[src/rtl/forwarding_hazard_unit_pkg.sv]
// Shared opcode encodings, select constants and opcode-class helpers
// for the operand-forwarding and hazard logic.
package forwarding_hazard_unit_pkg;

   localparam int FWD_SEL_RF = 0;

   localparam logic [6:0] OPCODE_NOP      = 7'd0;
   localparam logic [6:0] OPCODE_ADD      = 7'd1;
   localparam logic [6:0] OPCODE_ADDF     = 7'd2;
   localparam logic [6:0] OPCODE_SUB      = 7'd3;
   localparam logic [6:0] OPCODE_SUBF     = 7'd4;
   localparam logic [6:0] OPCODE_AND      = 7'd5;
   localparam logic [6:0] OPCODE_OR       = 7'd6;
   localparam logic [6:0] OPCODE_XOR      = 7'd7;
   localparam logic [6:0] OPCODE_NAND     = 7'd8;
   localparam logic [6:0] OPCODE_NOR      = 7'd9;
   localparam logic [6:0] OPCODE_NXOR     = 7'd10;
   localparam logic [6:0] OPCODE_SHIFTR   = 7'd11;
   localparam logic [6:0] OPCODE_SHIFTRA  = 7'd12;
   localparam logic [6:0] OPCODE_SHIFTL   = 7'd13;
   localparam logic [6:0] OPCODE_LOAD     = 7'd14;
   localparam logic [6:0] OPCODE_LOADC    = 7'd15;
   localparam logic [6:0] OPCODE_STORE    = 7'd16;
   localparam logic [6:0] OPCODE_JMP      = 7'd17;
   localparam logic [6:0] OPCODE_JMPR     = 7'd18;
   localparam logic [6:0] OPCODE_JMPCOND  = 7'd19;
   localparam logic [6:0] OPCODE_JMPRCOND = 7'd20;

   function automatic logic is_arith(input logic [6:0] op);
      return op inside {OPCODE_ADD, OPCODE_ADDF,
                        OPCODE_SUB, OPCODE_SUBF};
   endfunction

   function automatic logic is_logic(input logic [6:0] op);
      return op inside {OPCODE_AND, OPCODE_OR, OPCODE_XOR,
                        OPCODE_NAND, OPCODE_NOR, OPCODE_NXOR};
   endfunction

   function automatic logic is_shift(input logic [6:0] op);
      return op inside {OPCODE_SHIFTR, OPCODE_SHIFTRA,
                        OPCODE_SHIFTL};
   endfunction

endpackage

[src/rtl/forwarding_hazard_unit_usage.sv]
// Combinational opcode decode: which source operands an
// instruction reads, and whether it is a memory load.
module operand_usage_decode
   import forwarding_hazard_unit_pkg::*;
(
   input  logic [6:0] opcode,
   output logic       use1,
   output logic       use2,
   output logic       is_load
);

   always_comb begin
      use1    = 1'b0;
      use2    = 1'b0;
      is_load = 1'b0;
      unique case (1'b1)
         is_arith(opcode),
         is_logic(opcode): begin
            use1 = 1'b1;
            use2 = 1'b1;
         end
         is_shift(opcode):             use1 = 1'b1;
         (opcode == OPCODE_LOADC):     use1 = 1'b1;
         (opcode == OPCODE_STORE): begin
            use1 = 1'b1;
            use2 = 1'b1;
         end
         (opcode == OPCODE_JMPCOND): begin
            use1 = 1'b1;
            use2 = 1'b1;
         end
         (opcode == OPCODE_JMPRCOND):  use1 = 1'b1;
         (opcode == OPCODE_LOAD): begin
            use2    = 1'b1;
            is_load = 1'b1;
         end
         (opcode == OPCODE_JMP):       use2 = 1'b1;
         default: ;
      endcase
   end

endmodule

[src/rtl/forwarding_hazard_unit.sv]
// Tracks in-flight writers, selects forwarding sources per operand
// and stalls issue on load-use hazards.
module forwarding_hazard_unit
   import forwarding_hazard_unit_pkg::*;
#(
   parameter int REG_ADDR_W = 3,
   parameter int STAGES     = 3,
   parameter int LOAD_STAGE = 2,
   parameter int CNT_W      = 16,
   localparam int SEL_W     = $clog2(STAGES + 1)
) (
   input  logic                  clk,
   input  logic                  rst_n,
   input  logic                  flush,
   input  logic                  issue_valid,
   output logic                  issue_ready,
   input  logic [6:0]            opcode,
   input  logic [REG_ADDR_W-1:0] source_1,
   input  logic [REG_ADDR_W-1:0] source_2,
   input  logic [REG_ADDR_W-1:0] destination,
   input  logic                  write_en,
   output logic [SEL_W-1:0]      fwd1_sel,
   output logic [SEL_W-1:0]      fwd2_sel,
   output logic [CNT_W-1:0]      stall_count
);

   logic [STAGES:1]       e_valid;
   logic [STAGES:1]       e_wr;
   logic [STAGES:1]       e_load;
   logic [REG_ADDR_W-1:0] e_dest [1:STAGES];

   logic             use1;
   logic             use2;
   logic             is_load;
   logic [SEL_W-1:0] sel1;
   logic [SEL_W-1:0] sel2;
   logic             ld1;
   logic             ld2;
   logic             hazard;
   logic             accept;

   operand_usage_decode u_usage (
      .opcode  (opcode),
      .use1    (use1),
      .use2    (use2),
      .is_load (is_load)
   );

   // Walk oldest to youngest so the youngest match is the last write.
   always_comb begin
      sel1 = SEL_W'(FWD_SEL_RF);
      sel2 = SEL_W'(FWD_SEL_RF);
      ld1  = 1'b0;
      ld2  = 1'b0;
      for (int k = STAGES; k >= 1; k--) begin
         if (use1 && e_valid[k] && e_wr[k] &&
             e_dest[k] == source_1) begin
            sel1 = SEL_W'(k);
            ld1  = e_load[k] && (k < LOAD_STAGE);
         end
         if (use2 && e_valid[k] && e_wr[k] &&
             e_dest[k] == source_2) begin
            sel2 = SEL_W'(k);
            ld2  = e_load[k] && (k < LOAD_STAGE);
         end
      end
   end

   assign hazard      = issue_valid && (ld1 || ld2);
   assign issue_ready = !hazard;
   assign accept      = issue_valid && issue_ready && !flush;
   assign fwd1_sel    = issue_valid ? sel1 : SEL_W'(FWD_SEL_RF);
   assign fwd2_sel    = issue_valid ? sel2 : SEL_W'(FWD_SEL_RF);

   always_ff @(posedge clk) begin
      if (!rst_n) begin
         e_valid     <= '0;
         stall_count <= '0;
      end else begin
         e_valid[1] <= accept;
         for (int k = 2; k <= STAGES; k++)
            e_valid[k] <= e_valid[k-1] && !flush;
         if (hazard && !flush && stall_count != '1)
            stall_count <= stall_count + 1'b1;
      end
   end

   // Payload only matters where the matching valid bit is set.
   always_ff @(posedge clk) begin
      e_dest[1] <= destination;
      e_wr[1]   <= write_en;
      e_load[1] <= is_load;
      for (int k = 2; k <= STAGES; k++) begin
         e_dest[k] <= e_dest[k-1];
         e_wr[k]   <= e_wr[k-1];
         e_load[k] <= e_load[k-1];
      end
   end

endmodule

[config.mk]
export PLATFORM = sky130hd
export DESIGN_NAME = forwarding_hazard_unit
export DESIGN_NICKNAME = d
export VERILOG_FILES = /design/src/rtl/forwarding_hazard_unit_pkg.sv /design/src/rtl/forwarding_hazard_unit_usage.sv /design/src/rtl/forwarding_hazard_unit.sv
export SDC_FILE = /design/constraint.sdc
export NUM_CORES = 1
export LEC_CHECK = 0
export CORE_MARGIN = 5
export CORE_UTILIZATION = 53
export CTS_CLUSTER_DIAMETER = 40
export DETAILED_ROUTE_END_ITERATION = 16
export GPL_ROUTABILITY_DRIVEN = 0
export GPL_TIMING_DRIVEN = 0
export MAX_ROUTING_LAYER = met4
export PLACE_DENSITY = 0.9
export SETUP_SLACK_MARGIN = 0.4
export SLEW_MARGIN = 20
export SYNTH_ARGS = -nofsm -noshare
export SYNTH_HDL_FRONTEND = slang
export SYNTH_SLANG_ARGS = --single-unit
[constraint.sdc]
create_clock -name clk -period 7.1 [get_ports clk]
set_clock_uncertainty 0.05 [all_clocks]
set_input_delay 1.065 -clock clk [delete_from_list [all_inputs] [get_ports clk]]
set_output_delay 1.065 -clock clk [all_outputs]
set_load 0.05 [all_outputs]
==> results of run 1 <==
-- worst max-delay path, cell delays in order --
cell	delay [ns]
clkdlybuf4s50_1	0.49
xor2_1	0.21
nor4_1	0.68
nor4bb_1	0.52
nor2_1	0.07
clkdlybuf4s50_1	0.72
-- synth_stat cells, types with 3 or more instances --
cell type   n
and4_1      3
nand4_1     7
and3_1      7
clkbuf_1    6
nor4_1      6
a211oi_2    3
a211oi_1    6
or4_1       3
nand2_1    28
nand3_1     4
a21oi_1    14
and2_1      3
inv_1       3
dfxtp_1    32
mux2i_1    15
nor2_1      7
nand2b_1   18
xor2_1     18
-- cells by family (layout without fill, tap and decap cells) --
kind of cell / Yosys count / in the layout
XOR/XNOR: 18 / 18
multiplexers: 15 / 15
flip-flops: 32 / 32
AO/OA/AOI/OAI: 30 / 30
buffers and inverters: 12 / 61
AND/OR/NAND/NOR: 96 / 96
adder cells (fa/ha/maj): 1 / 1
-- layer usage --
metal | track usage [%] | share of wire, % | up-vias
met1 | 23.8 | 43 | 786
li1 | - | - | 830
met4 | 7.20 | 1.5 | 0
met5 | - | 0 | -
met3 | 4.76 | 5.7 | 8
met2 | 33.8 | 50 | 45
-- final cells by class --
cell class	count	area, um2
flip-flops and latches	32	641
clock buffers	5	37.5
repair buffers	41	410
inverters	3	11.3
well taps	46	57.6
fillers	258	980
multi-input cells	160	1080
plain buffers	9	50.0
clock inverters	3	18.8
-- flip-flops by register name, indices dropped and copies added (netlist names) --
signal / cells
stall_count: 16
e_dest: 9
e_valid: 3
e_wr: 3
e_load: 1
-- stage by stage --
step	setup WS (ns)	util (%)	total power, mW	cells	hold WS [ns]
6_report	2.23	70.2	0.325	299	0.307
5_1_grt	2.04	70.2	0.339	299	0.313
4_1_cts	2.21	70.2	0.329	299	0.308
3_3_place_gp	2.25	68.5	0.224	291	0.282
2_1_floorplan	3.02	-	0.205	204	0.281
3_5_place_dp	2.21	68.5	0.225	291	0.286
-- power groups by stage --
stage | registers [mW] | logic (mW) | clock network [mW]
after floorplan | 0.190 | 0.0151 | 0
after global placement | 0.191 | 0.0330 | 0
after detailed placement | 0.191 | 0.0340 | 0
after CTS | 0.187 | 0.0342 | 0.108
after global routing | 0.187 | 0.0378 | 0.114
final | 0.187 | 0.0343 | 0.104
-- worst min path at each step --
stage | start | to | slack, ns
2_1_floorplan | e_wr[1] | e_wr[2] | 0.28
3_3_place_gp | e_wr[2] | e_wr[3] | 0.28
3_5_place_dp | e_wr[2] | e_wr[3] | 0.29
4_1_cts | e_wr[2] | e_wr[3] | 0.31
5_1_grt | e_wr[2] | e_wr[3] | 0.31
6_report | e_wr[2] | e_wr[3] | 0.31
==> metrics, run 1 <==
Netlist cell types=35; Die W=roughly 68 um; Die Y=approximately 68 um; critical path class=in2out; Port Buffer Count=just over 40; Worst Hold Class=reg2reg; top cells by area, synth=dfxtp_1 (36%), xor2_1 (8.9%), mux2i_1 (8.4%); net switching power figure=85.9 uW; highest clock rate=0.205 GHz; Clock Pin Slew Worst Setup and Hold Paths=about 0.11 ns; reg2reg setup slack=4.51 ns; share of cells above drive strength 1=under 10%; Synth Area in Simple Gates=between 30 and 40%; Initial Utilization=54.2%; Reg power frac=57.4%; Worst Setup SP=source_2[2]; antenna violation net count after detailed routing=0; Root Driver=clkbuf_4; initial antenna violation count=0; Avg Inst Size Synth=8.73 um2; total grt overflow=0; CTS tree=done; largest family of logic cells by synthesized area=simple AND/OR/NAND/NOR gates; routed vias=1669; hold_buf cts=0; Starting DRT DRC Count=64; num ports=42; worst skew pair latency=0.35 ns; Leakage=between 0.8 and 0.9 nW; sequential area share after synthesis=36.0%; Area after DPL=~2200 um2; type of origin of the critical path=input pin; row cnt=21; part of the cycle the worst path needs=68.6%; status=finished clean; Mapped Area=1780 um2; Routed WL per cell=around 14 um; area share of the largest cell type after synthesis=36.0%; IR drop worst, VDD=between 0.0001 and 0.00015 V; largest net degree at the start of global routing=12; setup TNS=0 ns; die area=about 4600 um2; Synth Flop Type=dfxtp_1; Slew @ Worst Pin=between 0.7 and 0.8 ns; cts repair resizes=0; Yosys reg bits=32; CTS H-tree depth=2; router iterations before antenna repair=4; most frequent cells in the layout=clkdlybuf4s50_1 (41), dfxtp_1 (32), nand2_1 (28); gr usage total=about 20%; post-synthesis mux area share=under 10%; end point of the critical path=issue_ready; r2r startpoint=e_dest[0][5]; pwr/cell area=between 100 and 150 nW/um2; Total Wirelength=between 4000 and 5000 um; Clock power frac=between 30% and 40%; final setup violation count=0; area fraction in compound gates after synthesis=between 10% and 20%; Slew HR=49.6%; Critical Path End Type=output port; Fin. Hold Viols=0; Post-synth ARST share=0%; switching share of power=between 20% and 30%; core area=between 3000 and 4000 um2; CTS max path bufs=2; Pint=around 240 uW; most common cell after layout, fill and taps aside=clkdlybuf4s50_1; Hold Crit Depth=0; Critical Path AT=approximately 3.8 ns; Synth Area in XOR/XNOR=under 10%; combinational power share=10.5%; vias in the first global route=1574; DRC viols=0; clock tree sinks=32; crit path max fanout=5; Worst EP required=approximately 6.0 ns; number of flops mapped to enable cells by yosys=0; adder and majority cell fraction of the synthesized area=less than 1%; syn_nets=226; Mapped Cells=approximately 200; RSZ-0062 raised after global routing=false; Total Nets Final=about 270; DR vias/cell=roughly 5.6; Diodes inserted=0; MaxCap Viol Count=0; first-pass GRT wire length=roughly 7000 um; HPWL after DPL=between 3000 and 4000 um; Pins Over Slew Limit=0; Area Overhead vs Synth=29.4%; Worst Reg-to-Reg Cells=6; yosys synthesis warning count=0; top cell type by total area after synthesis=dfxtp_1; final instance area=roughly 2300 um2; Tmin final=between 4 and 5 ns; CTS Buf Count=5; Setup Buffers After CTS=0; Critical R2R Capture=stall_count[2]
Note: power is estimated with default switching activity, not from simulation.
==> inputs of run 2 (changes only) <==
--- a/config.mk
+++ b/config.mk
@@ -6,13 +6,13 @@
 export NUM_CORES = 1
 export LEC_CHECK = 0
 export CORE_MARGIN = 5
-export CORE_UTILIZATION = 53
+export CORE_UTILIZATION = 45
 export CTS_CLUSTER_DIAMETER = 40
 export DETAILED_ROUTE_END_ITERATION = 16
 export GPL_ROUTABILITY_DRIVEN = 0
 export GPL_TIMING_DRIVEN = 0
 export MAX_ROUTING_LAYER = met4
-export PLACE_DENSITY = 0.9
+export PLACE_DENSITY = 0.82
 export SETUP_SLACK_MARGIN = 0.4
 export SLEW_MARGIN = 20
 export SYNTH_ARGS = -nofsm -noshare
==> constraint.sdc (replaced) <==
create_clock -name clk -period 4 [get_ports clk]
set_clock_uncertainty 0.05 [all_clocks]
set_input_delay 0.6 -clock clk [delete_from_list [all_inputs] [get_ports clk]]
set_output_delay 0.6 -clock clk [all_outputs]
set_load 0.05 [all_outputs]
==> run 2 against run 1 <==
  * Cell area up 3.6%
  * Die area up 15%
  * Sequential share of layout area down 0.98 points
  * Total power up 120%
  * Utilization down 6.4 points
  * Clock-buffer cell count up 2
  * Combinational power up 79%
  * Non-clock buffer count unchanged
  * Register-to-register slack worse by 2.9 ns
  * Critical endpoint unchanged
==> metrics, run 2 (same netlist as run 1, synthesis figures left out) <==
status=finished clean; Slew HR=around 66%; most frequent cells in the layout=clkdlybuf4s50_1 (36), dfxtp_1 (32), nand2_1 (28); Worst Setup SP=opcode[2]; largest net degree at the start of global routing=11; Worst EP required=3.35 ns; RSZ-0062 raised after global routing=false; Initial Utilization=around 48%; Critical R2R Capture=stall_count[2]; Clock Pin Slew Worst Setup and Hold Paths=0.07 ns; MaxCap Viol Count=0; Area Overhead vs Synth=34.2%; crit path max fanout=6; Die W=about 73 um; setup TNS=0 ns; die area=5310 um2; DR WL met3=~160 um; Worst Hold Class=reg2reg; reg2reg setup slack=about 1.6 ns; DR vias/cell=about 5.3; num ports=42; slowest CP cell=or4_1; Hold Startpoint=e_wr[1]; CTS max path bufs=2; Worst Reg-to-Reg Cells=7; met2 wire length=1830 um; Routed WL per cell=13.3 um; switching share of power=20.9%; Reg power frac=45.5%; Critical Path AT=approximately 2.8 ns; Leakage=approximately 0.9 nW; Port Buffer Count=between 40 and 50; Critical Path End Type=output port; worst skew pair latency=a little under 0.3 ns; Total Nets Final=274; CTS H-tree depth=2; Die Y=about 73 um; hold path endpoint=e_wr[2]; Fin. Hold Viols=0; CTS Buf Count=5; IR drop worst, VDD=approximately 0.00019 V; initial antenna violation count=0; highest clock rate=0.290 GHz; share of cells above drive strength 1=6.72%; CP delay by family, top=buffers and inverters; Tmin final=3.45 ns; routed vias=between 1500 and 2000; pwr/cell area=a little over 300 nW/um2; Slew @ Worst Pin=roughly 0.51 ns; critical path class=in2out; Top Metal Used=met4; antenna violation net count after detailed routing=0; largest reg by FF count=stall_count; Total Wirelength=4000 um; Core Util, Final=63.8%; DRC viols=0; Diodes inserted=0; Routed met1 length=slightly below 2000 um; clock tree sinks=32; vias in the first global route=about 1400; net switching power figure=~150 uW; final setup violation count=0; final instance area=2390 um2; part of the cycle the worst path needs=~86%; Clock power frac=between 40% and 50%; Pint=577 uW; router iterations before antenna repair=4; row cnt=22; Pins Over Slew Limit=0; CP Cell Sequence=clkdlybuf4s50_1 -> or4_1 -> o22ai_1 -> nor4_1 -> nor2_1 -> dlygate4sd2_1; Area after DPL=around 2300 um2; gr usage total=~16%; Largest stage delay, worst path=0.56 ns; Hold Crit Depth=0; Root Driver=clkbuf_8; type of origin of the critical path=input pin; biggest regs=stall_count: 16 flops, e_dest: 9 flops; CP Buf/Inv Count=2; hold_buf cts=0; Starting DRT DRC Count=147; combinational power share=between 8 and 9%; total grt overflow=0; most common cell after layout, fill and taps aside=clkdlybuf4s50_1; max reg flops=16; first-pass GRT wire length=~6500 um; core area=around 3700 um2; HPWL after DPL=3050 um; Fillers=between 300 and 400; CTS tree=done; r2r startpoint=e_dest[0][5]
==> run 2: cell types whose count changed in the layout (fill, tap and decap cells not counted), moves of 2 or more <==
cell             change
clkbuf_8             +7
clkbuf_4             -5
clkdlybuf4s50_1      -5
dlymetal6s2s_1       +3
clkinv_2             -2
dlygate4sd2_1        +2
==> run 2: power by group through the flow <==
stage | Combinational (mW) | Sequential [mW] | Clock [mW]
after floorplan | 0.0269 | 0.337 | 0
after global placement | 0.0586 | 0.339 | 0
after detailed placement | 0.0603 | 0.339 | 0
after CTS | 0.0612 | 0.332 | 0.340
after global routing | 0.0669 | 0.333 | 0.356
final | 0.0614 | 0.332 | 0.336
==> run 2: worst max-delay path by stage <==
stage	to	slack, ns	cells after the start
global placement	issue_ready	0.18	6
floorplan	fwd2_sel[1]	0.85	4
detailed placement	issue_ready	0.20	6
finish	issue_ready	0.55	6
CTS	fwd1_sel[1]	0.47	7
global route	issue_ready	0.42	6
==> run 2: per-stage QoR <==
stage          instances  power [mW]  hold slack, ns  worst slack, ns
5_1_grt              301       0.756           0.316            0.419
4_1_cts              301       0.733           0.312            0.466
2_1_floorplan        204       0.364           0.281            0.851
3_3_place_gp         293       0.397           0.293            0.181
6_report             301       0.729           0.310            0.550
3_5_place_dp         293       0.399           0.302            0.198
==> run 2: per-layer routing <==
layer	track usage (%)	up-vias
li1	-	822
met1	20.6	746
met2	23.7	30
met3	3.58	8
met4	6.56	0
met5	-	-
==> run 2: area by class of cell <==
cell class                 instances  area [um2]  area share [%]
timing repair buffer              41         415            17.4
buffer                             9        50.0            2.10
sequential                        32         641            26.8
multi-input combinational        160        1080            45.4
tap                               48        60.1            2.51
clock buffer                       7        96.3            4.03
clock inverter                     1        30.0            1.26
inverter                           3        11.3           0.471
==> run 2: repair_timing <==
| action | in CTS | in global routing |
|---|---|---|
| setup buffers | 0 | 0 |
| resized for setup | 3 | 3 |
| endpoints found under the hold margin | 0 | 0 |
| endpoints found under the setup margin | 2 | 3 |
